$ cat src/rtl/mem_port_arbiter.sv
// Shares one single-port word memory between instruction fetch (requester 0)
// and load/store (requester 1) with round-robin arbitration and a fixed access latency.
module mem_port_arbiter #(
  parameter int ADDR_W      = 32,
  parameter int DATA_W      = 32,
  parameter int MEM_LATENCY = 1
) (
  input  logic              clk,
  input  logic              reset,
  input  logic              req0_valid,
  output logic              req0_ready,
  input  logic [ADDR_W-1:0] req0_addr,
  input  logic              req0_we,
  input  logic [DATA_W-1:0] req0_wdata,
  output logic              req0_rvalid,
  output logic [DATA_W-1:0] req0_rdata,
  input  logic              req1_valid,
  output logic              req1_ready,
  input  logic [ADDR_W-1:0] req1_addr,
  input  logic              req1_we,
  input  logic [DATA_W-1:0] req1_wdata,
  output logic              req1_rvalid,
  output logic [DATA_W-1:0] req1_rdata,
  output logic              mem_en,
  output logic              mem_we,
  output logic [ADDR_W-1:0] mem_addr,
  output logic [DATA_W-1:0] mem_wdata,
  input  logic [DATA_W-1:0] mem_rdata,
  output logic              busy,
  output logic              grant_id
);

  typedef enum logic [1:0] {
    ST_IDLE    = 2'd0,
    ST_ACCESS  = 2'd1,
    ST_RESPOND = 2'd2
  } state_t;

  localparam logic [3:0] CNT_LOAD = 4'(MEM_LATENCY - 1);

  state_t            state_reg, state_next;
  logic              last_grant_reg, last_grant_next;
  logic              grant_id_reg, grant_id_next;
  logic [3:0]        cnt_reg, cnt_next;
  logic [ADDR_W-1:0] addr_reg, addr_next;
  logic              we_reg, we_next;
  logic [DATA_W-1:0] wdata_reg, wdata_next;
  logic [DATA_W-1:0] resp_reg, resp_next;

  logic [1:0]        req_valid;
  logic [1:0]        req_ready;
  logic [1:0]        req_rvalid;
  logic              winner;
  logic              handshake;
  logic              respond_active;
  logic [ADDR_W-1:0] sel_addr;
  logic              sel_we;
  logic [DATA_W-1:0] sel_wdata;

  assign req_valid = {req1_valid, req0_valid};

  // On a tie the requester that did not win the previous handshake goes first.
  always_comb begin
    winner = 1'b0;
    if (req_valid == 2'b11) begin
      winner = ~last_grant_reg;
    end else if (req_valid[1]) begin
      winner = 1'b1;
    end
  end

  // Readies are held low while reset is asserted so nothing is accepted then.
  assign handshake = (state_reg == ST_IDLE) && reset && (|req_valid);

  assign sel_addr  = winner ? req1_addr  : req0_addr;
  assign sel_we    = winner ? req1_we    : req0_we;
  assign sel_wdata = winner ? req1_wdata : req0_wdata;

  generate
    for (genvar gi = 0; gi < 2; gi++) begin : g_req
      localparam logic ID = 1'(gi);
      assign req_ready[gi]  = handshake && (winner == ID);
      assign req_rvalid[gi] = respond_active && (grant_id_reg == ID);
    end
  endgenerate

  assign req0_ready  = req_ready[0];
  assign req1_ready  = req_ready[1];
  assign req0_rvalid = req_rvalid[0];
  assign req1_rvalid = req_rvalid[1];
  assign req0_rdata  = resp_reg;
  assign req1_rdata  = resp_reg;
  assign grant_id    = grant_id_reg;

  always_ff @(posedge clk) begin
    if (!reset) begin
      state_reg      <= ST_IDLE;
      last_grant_reg <= 1'b1;
      grant_id_reg   <= 1'b0;
      cnt_reg        <= 4'd0;
      addr_reg       <= '0;
      we_reg         <= 1'b0;
      wdata_reg      <= '0;
      resp_reg       <= '0;
    end else begin
      state_reg      <= state_next;
      last_grant_reg <= last_grant_next;
      grant_id_reg   <= grant_id_next;
      cnt_reg        <= cnt_next;
      addr_reg       <= addr_next;
      we_reg         <= we_next;
      wdata_reg      <= wdata_next;
      resp_reg       <= resp_next;
    end
  end

  always_comb begin
    state_next = state_reg;
    case (state_reg)
      ST_IDLE:    if (handshake) state_next = ST_ACCESS;
      ST_ACCESS:  if (cnt_reg == 4'd0) state_next = ST_RESPOND;
      ST_RESPOND: state_next = ST_IDLE;
      default:    state_next = ST_IDLE;
    endcase
  end

  always_comb begin
    last_grant_next = last_grant_reg;
    grant_id_next   = grant_id_reg;
    cnt_next        = cnt_reg;
    addr_next       = addr_reg;
    we_next         = we_reg;
    wdata_next      = wdata_reg;
    resp_next       = resp_reg;
    case (state_reg)
      ST_IDLE: begin
        if (handshake) begin
          addr_next       = sel_addr;
          we_next         = sel_we;
          wdata_next      = sel_wdata;
          grant_id_next   = winner;
          last_grant_next = winner;
          cnt_next        = CNT_LOAD;
        end
      end
      ST_ACCESS: begin
        if (cnt_reg == 4'd0) begin
          resp_next = we_reg ? '0 : mem_rdata;
        end else begin
          cnt_next = cnt_reg - 4'd1;
        end
      end
      default: ;
    endcase
  end

  always_comb begin
    mem_en         = 1'b0;
    mem_we         = 1'b0;
    mem_addr       = '0;
    mem_wdata      = '0;
    respond_active = 1'b0;
    busy           = (state_reg != ST_IDLE);
    case (state_reg)
      ST_ACCESS: begin
        mem_en    = 1'b1;
        mem_we    = we_reg;
        mem_addr  = addr_reg;
        mem_wdata = wdata_reg;
      end
      ST_RESPOND: respond_active = 1'b1;
      default: ;
    endcase
  end

endmodule

$ cat config.mk
export PLATFORM = sky130hd
export DESIGN_NAME = mem_port_arbiter
export DESIGN_NICKNAME = d
export VERILOG_FILES = /design/src/rtl/mem_port_arbiter.sv
export SDC_FILE = /design/constraint.sdc
export NUM_CORES = 1
export LEC_CHECK = 0
export ABC_AREA = 1
export BUFFER_PORTS_ARGS = -buffer_cell sky130_fd_sc_hd__buf_4
export CAP_MARGIN = 20
export CORE_UTILIZATION = 39
export CTS_CLUSTER_DIAMETER = 150
export DETAILED_ROUTE_END_ITERATION = 10
export GPL_ROUTABILITY_DRIVEN = 0
export PLACE_DENSITY = 0.72
export SETUP_SLACK_MARGIN = 0.05
export SLEW_MARGIN = 40
export SYNTH_ARGS = -nofsm -noshare
export SYNTH_HDL_FRONTEND = slang
export SYNTH_SLANG_ARGS = --single-unit
$ cat constraint.sdc
create_clock -name clk -period 2.1 [get_ports clk]
set_input_delay 0.315 -clock clk [delete_from_list [all_inputs] [get_ports clk]]
set_output_delay 0.315 -clock clk [all_outputs]
set_load 0.01 [all_outputs]
-- After elaboration in Yosys (flattened, before gate mapping)
Index checks and enable logic that the tools add are counted.
Widths: inputs -> output; s select.
- register bits: 105
- input bits: 166
- output and inout port bits: 136
- word-level logic and storage cells: 50
- $add $sub $neg: 1
- equality and inequality tests: 6
- muxes and demuxes: 17
- bitwise logic cells: 3
- reduce and logical (&&, ||, !) cells: 15
- operators with widths (cell ; count):
    $mux 32 ; 5
    $mux 4 ; 2
    $pmux 4 s2 ; 1
    $logic_and 1x1->1 ; 6
    $mux 1 ; 6
    $ne 2x2->1 const B ; 3
    $reduce_and 2->1 ; 3
    $eq 2x2->1 const B ; 2
    $logic_not 4->1 ; 1
    $mux 2 ; 2
    $pmux 2 s2 ; 1
    $reduce_bool 2->1 ; 2
    $sub 4x1->4 const B ; 1
    $not 1->1 ; 3
    $reduce_and 3->1 ; 1
    $eq 2x1->1 const B ; 1
    $logic_not 2->1 ; 1
    $reduce_or 2->1 ; 1

-- Logic depth before layout (Yosys ltp)
Gate-level depths: netlist (run 1).
- depth in word-level cells: 5
- gate-level depth with buffers: 8
- depth with buffers taken out: 8

-- Least setup slack after synthesis (run 1)
Ideal clock, no wire load.
- path kind: flip-flop to output port
- from: reg state_reg[1]
- to: out mem_addr[0]
- arrival time: 1062 ps
- slack: 723 ps
- cell stages (with the launch flop): 6
- path buffers: 2
- cell sequence: dfxtp_1 -> inv_1 -> nand2_2 -> buf_2 -> buf_1 -> nor2_1
- word-level cells in the longest chain between the ends: 2
- ends and longest elaborated chain (what ; line ; source):
    start, declared ; 41 ; state_t state_reg, state_next;
    start signal, assigned ; 106 ; state_reg <= state_next;
    $eq 2x1->1 ; 164 ; case (state_reg)
    $mux 32 ; 164 ;
    end, declared ; 26 ; output logic [ADDR_W-1:0] mem_addr,
No other way between the ends.

-- Final worst setup path (run 1)
- from: reg state_reg[0]
- to: out req0_ready
- word-level cells in the longest chain between the ends: 4
- ends and longest elaborated chain (what ; line ; source):
    $logic_not 2->1 ; 73 ; assign handshake = (state_reg == ST_IDLE) && reset && (|req_valid);
    $logic_and 1x1->1 (2 in series) ; 73 ;
    $logic_and 1x1->1 ; 82 ; assign req_ready[gi] = handshake && (winner == ID);
    end, declared ; 11 ; output logic req0_ready,
No other way between the ends.

==> results.md, run 1 <==
* Synth cell types at 18
* FF-to-FF Start: state_reg[1]
* Final #Nets at between 1k and 1.5k
* Max IR drop VDD at roughly 430 µV
* Switching Share at 28.1%
* Number of antenna violations at the first check in global routing at 0
* Crit path time final at ~1.8 ns
* CP Launch Type: flop
* Max Freq at 545 MHz
* Initial Util at 39.9%
* FF+latch count, synth at 105
* Sequential power share at a little over two fifths
* # hold bufs at CTS at 0
* Worst Slack Setup Final at 0.263 ns
* Half-perimeter wire length after placement at 12.7 mm
* All-Layer GR Usage at between 20% and 30%
* ANT cells at 0
* Leading area contributor after synthesis: dfxtp_1
* CTS resizes at 0
* Mapped Nets at 1064
* Worst setup path category: reg2out
* Slowest stage cell, crit path: dfxtp_1
* H-tree depth at 3
* PwrDens at 631 nW/µm²
* Synthesis warning total at 0
* Routed Antenna Nets at 0
* Die span in x at 121 µm
* Worst-Margin Slew at ~0.65 ns
* Drt total wl at around 18 mm
* Mapped Cells at 897
* Seq/Total Area, Yosys at 38.0%
* Max stage delay on crit path at 0.35 ns
* Pleak at 3.91 nW
* Final Setup Violations at 0
* WHS Path Cells at 2
* Clock power frac at approximately a third
* Total power at 5.02 mW
* Filler instances at 1444
* Syn avg cell area at slightly above 6 µm²
* DR iter-0 viols at 306
* Rows at 43
* Syn Std Cell Area at ~5500 µm²
* Worst path required time at 1.78 ns
* Comb power frac at between 20% and 30%
* Fin Hold WS at 0.231 ns
* Clk root buf: clkbuf_16
* Ratio of cells with drive above 1 in the final layout at 29.9%
* Ports at 302
* Total number of vias at 6204
* Clock buffer depth at 2
* Hold wc startpoint: reset
* FF+latch area at roughly 2100 µm²
* Die Ht at about 120 µm
* P&R area growth vs syn at 43.7%
* Top cells by area, synth: dfxtp_1 (38%), nand2_1 (22%), a21oi_1 (9.1%), nand3_1 (8.6%), inv_1 (6.2%)
* Fin. Hold Viols at 0
* Status: complete, no violations
* Placed cells at roughly 1.3k
* Internal reg-to-reg setup slack at approximately 0.52 ns
* Vias per std cell at 4.72
* Worst slew margin at 56.6%
* First-pass GRT wire length at 27.5 mm
* P_int at 3.61 mW
* Port buffer count at 301
* Post-CTS setup buffers at 0
* HP Class: in2reg
* Wire length per cell at 13.4 µm
* Sw power at 1.41 mW
* GR Overflow Total at 0
* Maxcap violations at 0
* Clock Skews at about 0.006 ns
* Worst-skew pair later-pin latency at 0.34 ns
* Hold EP: last_grant_reg
* Die area at roughly 15000 µm²
* CP Cell Sequence: nor2_2 > nand3_2 > buf_4 > nor2_1 > buf_4
* Drc violations at 0
* Fin. max-slew vios at 0
* Critical path fanouts, max at 26
* CTS tree: built
* FF-to-FF End: req0_rdata[7]
* Multi-input gate area at around 2500 µm²
* Crit path top cell by count: buf_4
* CTS buffer count at 9
* RSZ-0062 raised after global routing: false
* CTS Sinks at 105
* Crit path arrival time at 1.52 ns
* Placement Setup Slack at slightly above 0.5 ns
* Critical path endpoint category: primary output
* Final period util at 87.5%
* CORE AREA at ~14000 µm²
* Largest net degree at the start of global routing at 66
* CTS clk-pin slew, worst paths at roughly 0.060 ns
* FF-to-FF path depth at 7
* Total iterations of the first detailed-routing run at 5
* Post-synth top area share at 38.0%
* Vias in the first global route at ~5.6k
* Setup_tns at 0 ns
* Non-filler cells, final at 1314
[how the worst max path moves through the flow]
stage	from	end	slack, ns	cells past startpoint
floorplan	state_reg[1]	mem_addr[0]	0.72	5
global placement	req0_valid	wdata_reg[8]	0.51	7
detailed placement	req0_valid	wdata_reg[8]	0.51	7
CTS	state_reg[0]	req0_ready	0.25	5
global route	state_reg[0]	req0_ready	0.15	5
finish	state_reg[0]	req0_ready	0.26	5
[cell usage in the layout (no fill, tap or decap)]
cell       instances
nand2_1          319
buf_4            315
dfxtp_1          105
a21oi_1          101
nand3_1           95
inv_1             90
nor2_1            81
clkbuf_16          9
buf_12             5
nand2_2            3
nor2_2             2
nand3_2            1
inv_2              1
nor3b_1            1
nor3_1             1
clkinv_2           1
ha_1               1
clkbuf_1           1
clkbuf_8           1
bufinv_16          1
[Yosys cell counts]
library cell and count:
a21oi_1 101, inv_1 91, inv_2 1, ha_1 1, buf_2 29, nand2_2 1, nor3_1 1, nand3_2 1
buf_6 4, nor3b_1 1, clkbuf_1 21, dfxtp_1 105, nand2_1 321, buf_1 8, buf_4 33, nand3_1 95
nor2_2 2, nor2_1 81
[layer usage]
metal	wire [µm]	part of all wire [%]	vias to the layer above	GRT usage [%]
met5	0	0	-	0
met4	297	1.7	0	7.48
met3	1470	8.3	21	5.59
met2	8440	48	237	40.9
met1	7450	42	2766	28.5
li1	-	-	3180	-
[area by class of cell]
class	count	share of cell area, %
multi-input cells	605	32.0
flip-flops and latches	105	26.4
repair buffers	320	31.0
clock buffers	11	3.05
well taps	180	2.83
clock inverters	1	0.377
inverters	92	4.35
[cells by family after synthesis]
logic type	Yosys count	share of synthesized area (%)
simple gates	503	36.6
buf+inv	187	16.1
flops	105	38.0
compound gates	101	9.13
fa+ha+maj	1	0.226
[stage by stage]
step | instance area (µm²) | utilization [%]
6_report | 7960 | 57.3
5_1_grt | 7960 | 57.3
4_1_cts | 7960 | 57.3
3_5_place_dp | 7690 | 55.4
3_3_place_gp | 7690 | 55.4
2_1_floorplan | 5540 | -
[power by group through the flow]
stage / clock network [mW] / logic [mW] / registers (mW)
after global routing: 1.73 / 1.33 / 2.22
final: 1.63 / 1.19 / 2.20
after global placement: 0 / 1.20 / 2.24
after floorplan: 0 / 0.684 / 2.25
after CTS: 1.67 / 1.20 / 2.20
after detailed placement: 0 / 1.20 / 2.25
[worst max-delay path: cells and delay by family, from the launching register on]
| family | cells | cell delay (ns) |
|---|---|---|
| simple gates | 3 | 0.45 |
| buf+inv | 2 | 0.39 |
| flops | 1 | 0.35 |
Note: power is estimated with default switching activity, not from simulation.
==> run 2, diff against run 1 <==
Settings changed: BUFFER_PORTS_ARGS -buffer_cell sky130_fd_sc_hd__buf_4 to -buffer_cell sky130_fd_sc_hd__buf_2.
==> run 2 against run 1 <==
Fmax shrank 2.2%. Critical endpoint unchanged. Wire length shrank 5.2%. Highest routed layer is now met5. Clock skew shrank 0.00090 ns. Largest cell class unchanged. Worst hold slack gained 0.0021 ns. Non-clock buffer count is the same.
==> results.md, run 2 (synthesized netlist as in run 1, its figures left out) <==
* Fin Hold WS at 0.233 ns (+0.00212 ns)
* Critical path endpoint category: primary output
* Fin. Hold Viols at 0 (unchanged)
* Commonest non-fill, non-tap cells in the layout: nand2_1 (319), buf_2 (301), dfxtp_1 (105)
* CTS Sinks at 105 (unchanged)
* # hold bufs at CTS at 0 (unchanged)
* Internal reg-to-reg setup slack at 0.52 ns (about the same)
* Initial Util at 39.9% (unchanged)
* Status: complete, no violations
* Routed Antenna Nets at 0 (unchanged)
* Worst setup path category: reg2out
* Ratio of cells with drive above 1 in the final layout at 30.2% (+0.33 points)
* Comb power frac at 21.0% (-2.8 points)
* Sw power at 1.44 mW (+2.3%)
* Final #Nets at 1300 (unchanged)
* Clock buffer depth at 2 (unchanged)
* Slowest stage cell, crit path: dfxtp_1
* Largest net degree at the start of global routing at 42 (-36%)
* Pleak at 3.79 nW (-2.9%)
* Total number of vias at 6198 (-0.097%)
* Drc violations at 0 (unchanged)
* Sequential power share at 44.3% (+0.4 points)
* P_int at 3.52 mW (-2.4%)
* Vias in the first global route at 5419 (-2.9%)
* Vias per std cell at 4.70 (-0.48%)
* CTS clk-pin slew, worst paths at 0.07 ns (about the same)
* Clock power frac at 34.7% (+2.3 points)
* P&R area growth vs syn at 30.6%
* Maxcap violations at 0 (unchanged)
* Top cell family by delay on the critical path: simple AND/OR/NAND/NOR gates
* HP Class: in2reg
* Worst slew margin at 70.1% (+13 points)
* All-Layer GR Usage at 22.3% (-1.2 points)
* FF-to-FF End: addr_reg[16]
* CTS tree: built
* Critical path fanouts, max at 20 (-23%)
* Max stage delay on crit path at 0.35 ns (about the same)
* Levels on crit path at 5 (unchanged)
* Rows at 43 (unchanged)
* Final period util at 89.5% (+2.0 points)
* Crit path time final at 1.88 ns (+0.0422 ns)
* Commonest non-fill, non-tap cell in the layout: nand2_1
* DR iter-0 viols at 265 (-13%)
* Worst path required time at 1.78 ns (about the same)
* Critical path launch point: state_reg[0]
* FF-to-FF Start: last_grant_reg
* Ports at 302 (unchanged)
* CTS buffer count at 9 (unchanged)
* Worst-Margin Slew at 0.448 ns (-0.202 ns)
* Switching Share at 29.1% (+0.96 points)
* Die span in x at 121 µm (unchanged)
* Worst setup path endpoint: req0_ready
* Post-CTS setup buffers at 0 (unchanged)
* Total iterations of the first detailed-routing run at 5 (unchanged)
* First-pass GRT wire length at 26.1 mm (-5.2%)
* H-tree depth at 3 (unchanged)
* CORE AREA at 13900 µm² (unchanged)
* Die Ht at 121 µm (unchanged)
* CP Cell Sequence: nor2_2 > nand3_2 > buf_4 > nor2_1 > buf_2
* Max IR drop VDD at 358 µV (-17%)
* RSZ-0062 raised after global routing: false
* Drt total wl at 16.7 mm (-5.2%)
* GR Overflow Total at 0 (unchanged)
* Half-perimeter wire length after placement at 12.3 mm (-3.3%)
* CTS resizes at 0 (unchanged)
* Clk root buf: clkbuf_16
* Final Setup Violations at 0 (unchanged)
* PwrDens at 687 nW/µm² (+8.9%)
* Number of antenna violations at the first check in global routing at 2 (+2)
* Max Freq at 532 MHz (-2.2%)
* CP Launch Type: flop
* Worst path bufs/invs at 2 (unchanged)
* Crit path arrival time at 1.56 ns (+0.04 ns)
* Port buffer count at 301 (unchanged)
* Fin. max-slew vios at 0 (unchanged)
* Setup_tns at 0 ns (unchanged)
* Wire length per cell at 12.7 µm (-5.6%)
* Die area at 14700 µm² (unchanged)
* Worst-skew pair later-pin latency at 0.34 ns (about the same)
* FF-to-FF path depth at 7 (unchanged)
* Clock Skews at 0.00500 ns (-0.000896 ns)
[run 2: cell type report]
cell class | instances | area, µm²
fill | 1494 | 6650
inverter | 92 | 347
clock inverter | 5 | 53.8
tap | 180 | 225
timing repair buffer | 320 | 1700
antenna | 1 | 2.50
clock buffer | 11 | 253
sequential | 105 | 2100
multi-input combinational | 605 | 2550
[run 2: how the worst min path moves through the flow]
stage	startpoint	end	depth (start not counted)
after floorplan	cnt_reg[0]	cnt_reg[0]	1
after global placement	cnt_reg[0]	cnt_reg[0]	1
after detailed placement	cnt_reg[0]	cnt_reg[0]	1
after CTS	mem_rdata[23]	req0_rdata[23]	3
after global routing	mem_rdata[23]	req0_rdata[23]	3
final	mem_rdata[21]	req0_rdata[21]	3
[run 2: power groups by stage]
stage	Sequential [mW]	Combinational [mW]	Clock [mW]
detailed placement	2.24	1.05	0
finish	2.20	1.04	1.73
CTS	2.20	1.06	1.77
global route	2.22	1.19	1.85
global placement	2.24	1.04	0
floorplan	2.25	0.684	0
[run 2: metrics by stage]
| stage | instances | instance area [µm²] | setup WS (ns) | util (%) | total power [mW] |
|---|---|---|---|---|---|
| floorplan | 897 | 5540 | 0.723 | - | 2.93 |
| global placement | 1302 | 6920 | 0.420 | 49.9 | 3.29 |
| detailed placement | 1302 | 6920 | 0.385 | 49.9 | 3.30 |
| CTS | 1318 | 7230 | 0.187 | 52.1 | 5.02 |
| global route | 1319 | 7230 | 0.0598 | 52.1 | 5.25 |
| finish | 1319 | 7230 | 0.221 | 52.1 | 4.97 |
[run 2: worst register-to-register path: cells and delay by family (launching register included)]
| family | cells | cell delay (ns) |
|---|---|---|
| buffers and inverters | 1 | 0.37 |
| and+or+nand+nor | 5 | 0.65 |
| AOI/OAI and AO/OA | 1 | 0.14 |
| DFF | 1 | 0.35 |
[run 2: metal layers]
metal	up-vias	part of all wire (%)	track usage [%]	wire [µm]
li1	3202	-	-	-
met1	2764	43	27.3	7210
met2	213	48	38.6	8100
met3	17	7.3	4.79	1220
met4	2	1.2	7.33	194
met5	-	0.078	0	13
==> run 3, diff against run 2 <==
Settings changed: RECOVER_POWER set to 100.
==> run 3 against run 2 <==
Total power down 0.48%. Combinational power about the same. Register-to-register slack worse by 0.23 ns. First-iteration DRC count down 7.2%. Clock skew about the same. Fmax down 0.63%. Sequential cell count unchanged. Final area down 2.4%. Final cell count unchanged. Largest cell class unchanged.
==> results.md, run 3 (synthesized netlist as in run 1, its figures left out) <==
* Total power at 4.94 mW (-0.48%)
* Commonest non-fill, non-tap cells in the layout: nand2_1 (320), buf_2 (169), clkbuf_1 (132)
* Critical path endpoint category: primary output
* Fin. max-slew vios at 0 (unchanged)
* Pleak at 3.22 nW (-15%)
* Max stage delay on crit path at 0.35 ns (about the same)
* Worst setup path category: reg2out
* Post-CTS setup buffers at 0 (unchanged)
* CP Cell Sequence: nor2_2 > nand3_2 > buf_4 > nor2_1 > buf_2
* Commonest non-fill, non-tap cell in the layout: nand2_1
* H-tree depth at 3 (unchanged)
* FF-to-FF End: req0_rdata[29]
* DR iter-0 viols at 246 (-7.2%)
* Die Ht at 121 µm (unchanged)
* Sequential power share at 44.5% (+0.2 points)
* Final #Nets at 1300 (unchanged)
* Worst slew margin at 48.5% (-22 points)
* First-pass GRT wire length at 26.1 mm (unchanged)
* # hold bufs at CTS at 0 (unchanged)
* Vias per std cell at 4.70 (unchanged)
* Fin. Hold Viols at 0 (unchanged)
* Ports at 302 (unchanged)
* Placement Setup Slack at 0.385 ns (unchanged)
* FF-to-FF path depth at 7 (unchanged)
* Vias in the first global route at 5419 (unchanged)
* Total number of vias at 6198 (unchanged)
* FF-to-FF Start: cnt_reg[0]
* Largest net degree at the start of global routing at 42 (unchanged)
* Port buffer count at 301 (unchanged)
* Final Setup Violations at 0 (unchanged)
* Internal reg-to-reg setup slack at 0.29 ns (-0.23 ns)
* Switching Share at 29.3% (+0.22 points)
* CTS resizes at 0 (unchanged)
* Filler instances at 1573 (+5.3%)
* GR Overflow Total at 0 (unchanged)
* Rows at 43 (unchanged)
* Clock Skews at 0.00544 ns (+0.000448 ns)
* Wire length per cell at 12.8 µm (+0.65%)
* HP Class: in2reg
* Drc violations at 0 (unchanged)
* Maxcap violations at 0 (unchanged)
* CTS tree: built
* Die area at 14700 µm² (unchanged)
* Final period util at 90.0% (+0.57 points)
* Clock buffer depth at 2 (unchanged)
* Worst Slack Setup Final at 0.209 ns (-0.0119 ns)
* Max Freq at 529 MHz (-0.63%)
* Sw power at 1.45 mW (+0.28%)
* CTS clk-pin slew, worst paths at 0.07 ns (about the same)
* Critical path launch point: state_reg[0]
* Status: complete, no violations
* PwrDens at 701 nW/µm² (+2.0%)
* Initial Util at 39.9% (unchanged)
* Number of antenna violations at the first check in global routing at 2 (unchanged)
* Comb power frac at 20.6% (-0.4 points)
* Clk root buf: clkbuf_16
* CP Launch Type: flop
* Post-Place Cell Area at 6920 µm² (unchanged)
* Half-perimeter wire length after placement at 12.3 mm (unchanged)
* CORE AREA at 13900 µm² (unchanged)
* P&R area growth vs syn at 27.4%
* Worst path required time at 1.78 ns (about the same)
* Worst setup path endpoint: req0_ready
* P_int at 3.49 mW (-0.79%)
* Crit path arrival time at 1.58 ns (+0.02 ns)
* Die span in x at 121 µm (unchanged)
* Drt total wl at 16.8 mm (+0.65%)
* Multi-input gate area at 2550 µm² (about the same)
* Non-filler cells, final at 1319 (unchanged)
* Slowest stage cell, crit path: dfxtp_1
* Routed Antenna Nets at 0 (unchanged)
* RSZ-0062 raised after global routing: false
* Clock power frac at 34.9% (+0.2 points)
* CTS buffer count at 9 (unchanged)
* Setup_tns at 0 ns (unchanged)
* CTS Sinks at 105 (unchanged)
* Placed cells at 1302 (unchanged)
* Crit path time final at 1.89 ns (+0.0119 ns)
* Ratio of cells with drive above 1 in the final layout at 18.5% (-12 points)
* Worst-Margin Slew at 0.773 ns (+0.325 ns)
* Total iterations of the first detailed-routing run at 5 (unchanged)
* FF+latch area at 2100 µm² (unchanged)
* Max IR drop VDD at 359 µV (+0.24%)
* Worst-skew pair later-pin latency at 0.34 ns (about the same)
* Final instance area at 7060 µm² (-2.4%)
* All-Layer GR Usage at 22.3% (unchanged)
* Critical path fanouts, max at 20 (unchanged)
-- run 3: power groups by stage --
stage                     logic, mW  registers (mW)  clock network (mW)
final                          1.02            2.20                1.72
after global routing           1.16            2.22                1.85
after CTS                      1.06            2.20                1.77
after detailed placement       1.05            2.24                   0
after global placement         1.04            2.24                   0
after floorplan               0.684            2.25                   0
-- run 3: cell type report --
class                   instances  area share (%)
clock buffers                  11            3.58
multi-input cells             605            36.1
clock inverters                 5           0.763
inverters                      92            4.91
well taps                     180            3.19
diodes                          1          0.0355
repair buffers                320            21.6
flip-flops and latches        105            29.8
-- run 3: metrics by stage --
stage                     utilization, %  hold WS (ns)
after CTS                           52.1         0.219
final                               50.8         0.233
after detailed placement            49.9         0.423
after floorplan                        -         0.403
after global placement              49.9         0.411
after global routing                50.8         0.221
-- run 3: critical path: cells and delay by family (launching register included) --
family / cells / cell delay [ns]
simple gates: 3 / 0.46
flops: 1 / 0.35
buf+inv: 2 / 0.41
-- run 3: how the worst min path moves through the flow --
stage | endpoint | depth (start not counted) | start
6_report | req0_rdata[21] | 3 | mem_rdata[21]
3_3_place_gp | cnt_reg[0] | 1 | cnt_reg[0]
4_1_cts | req0_rdata[23] | 3 | mem_rdata[23]
3_5_place_dp | cnt_reg[0] | 1 | cnt_reg[0]
2_1_floorplan | cnt_reg[0] | 1 | cnt_reg[0]
5_1_grt | req0_rdata[23] | 3 | mem_rdata[23]
-- run 3: metal layers --
layer  track usage, %  wire, µm
met5                0        13
met2             38.6      8140
met4             7.33       198
met1             27.3      7290
met3             4.79      1200
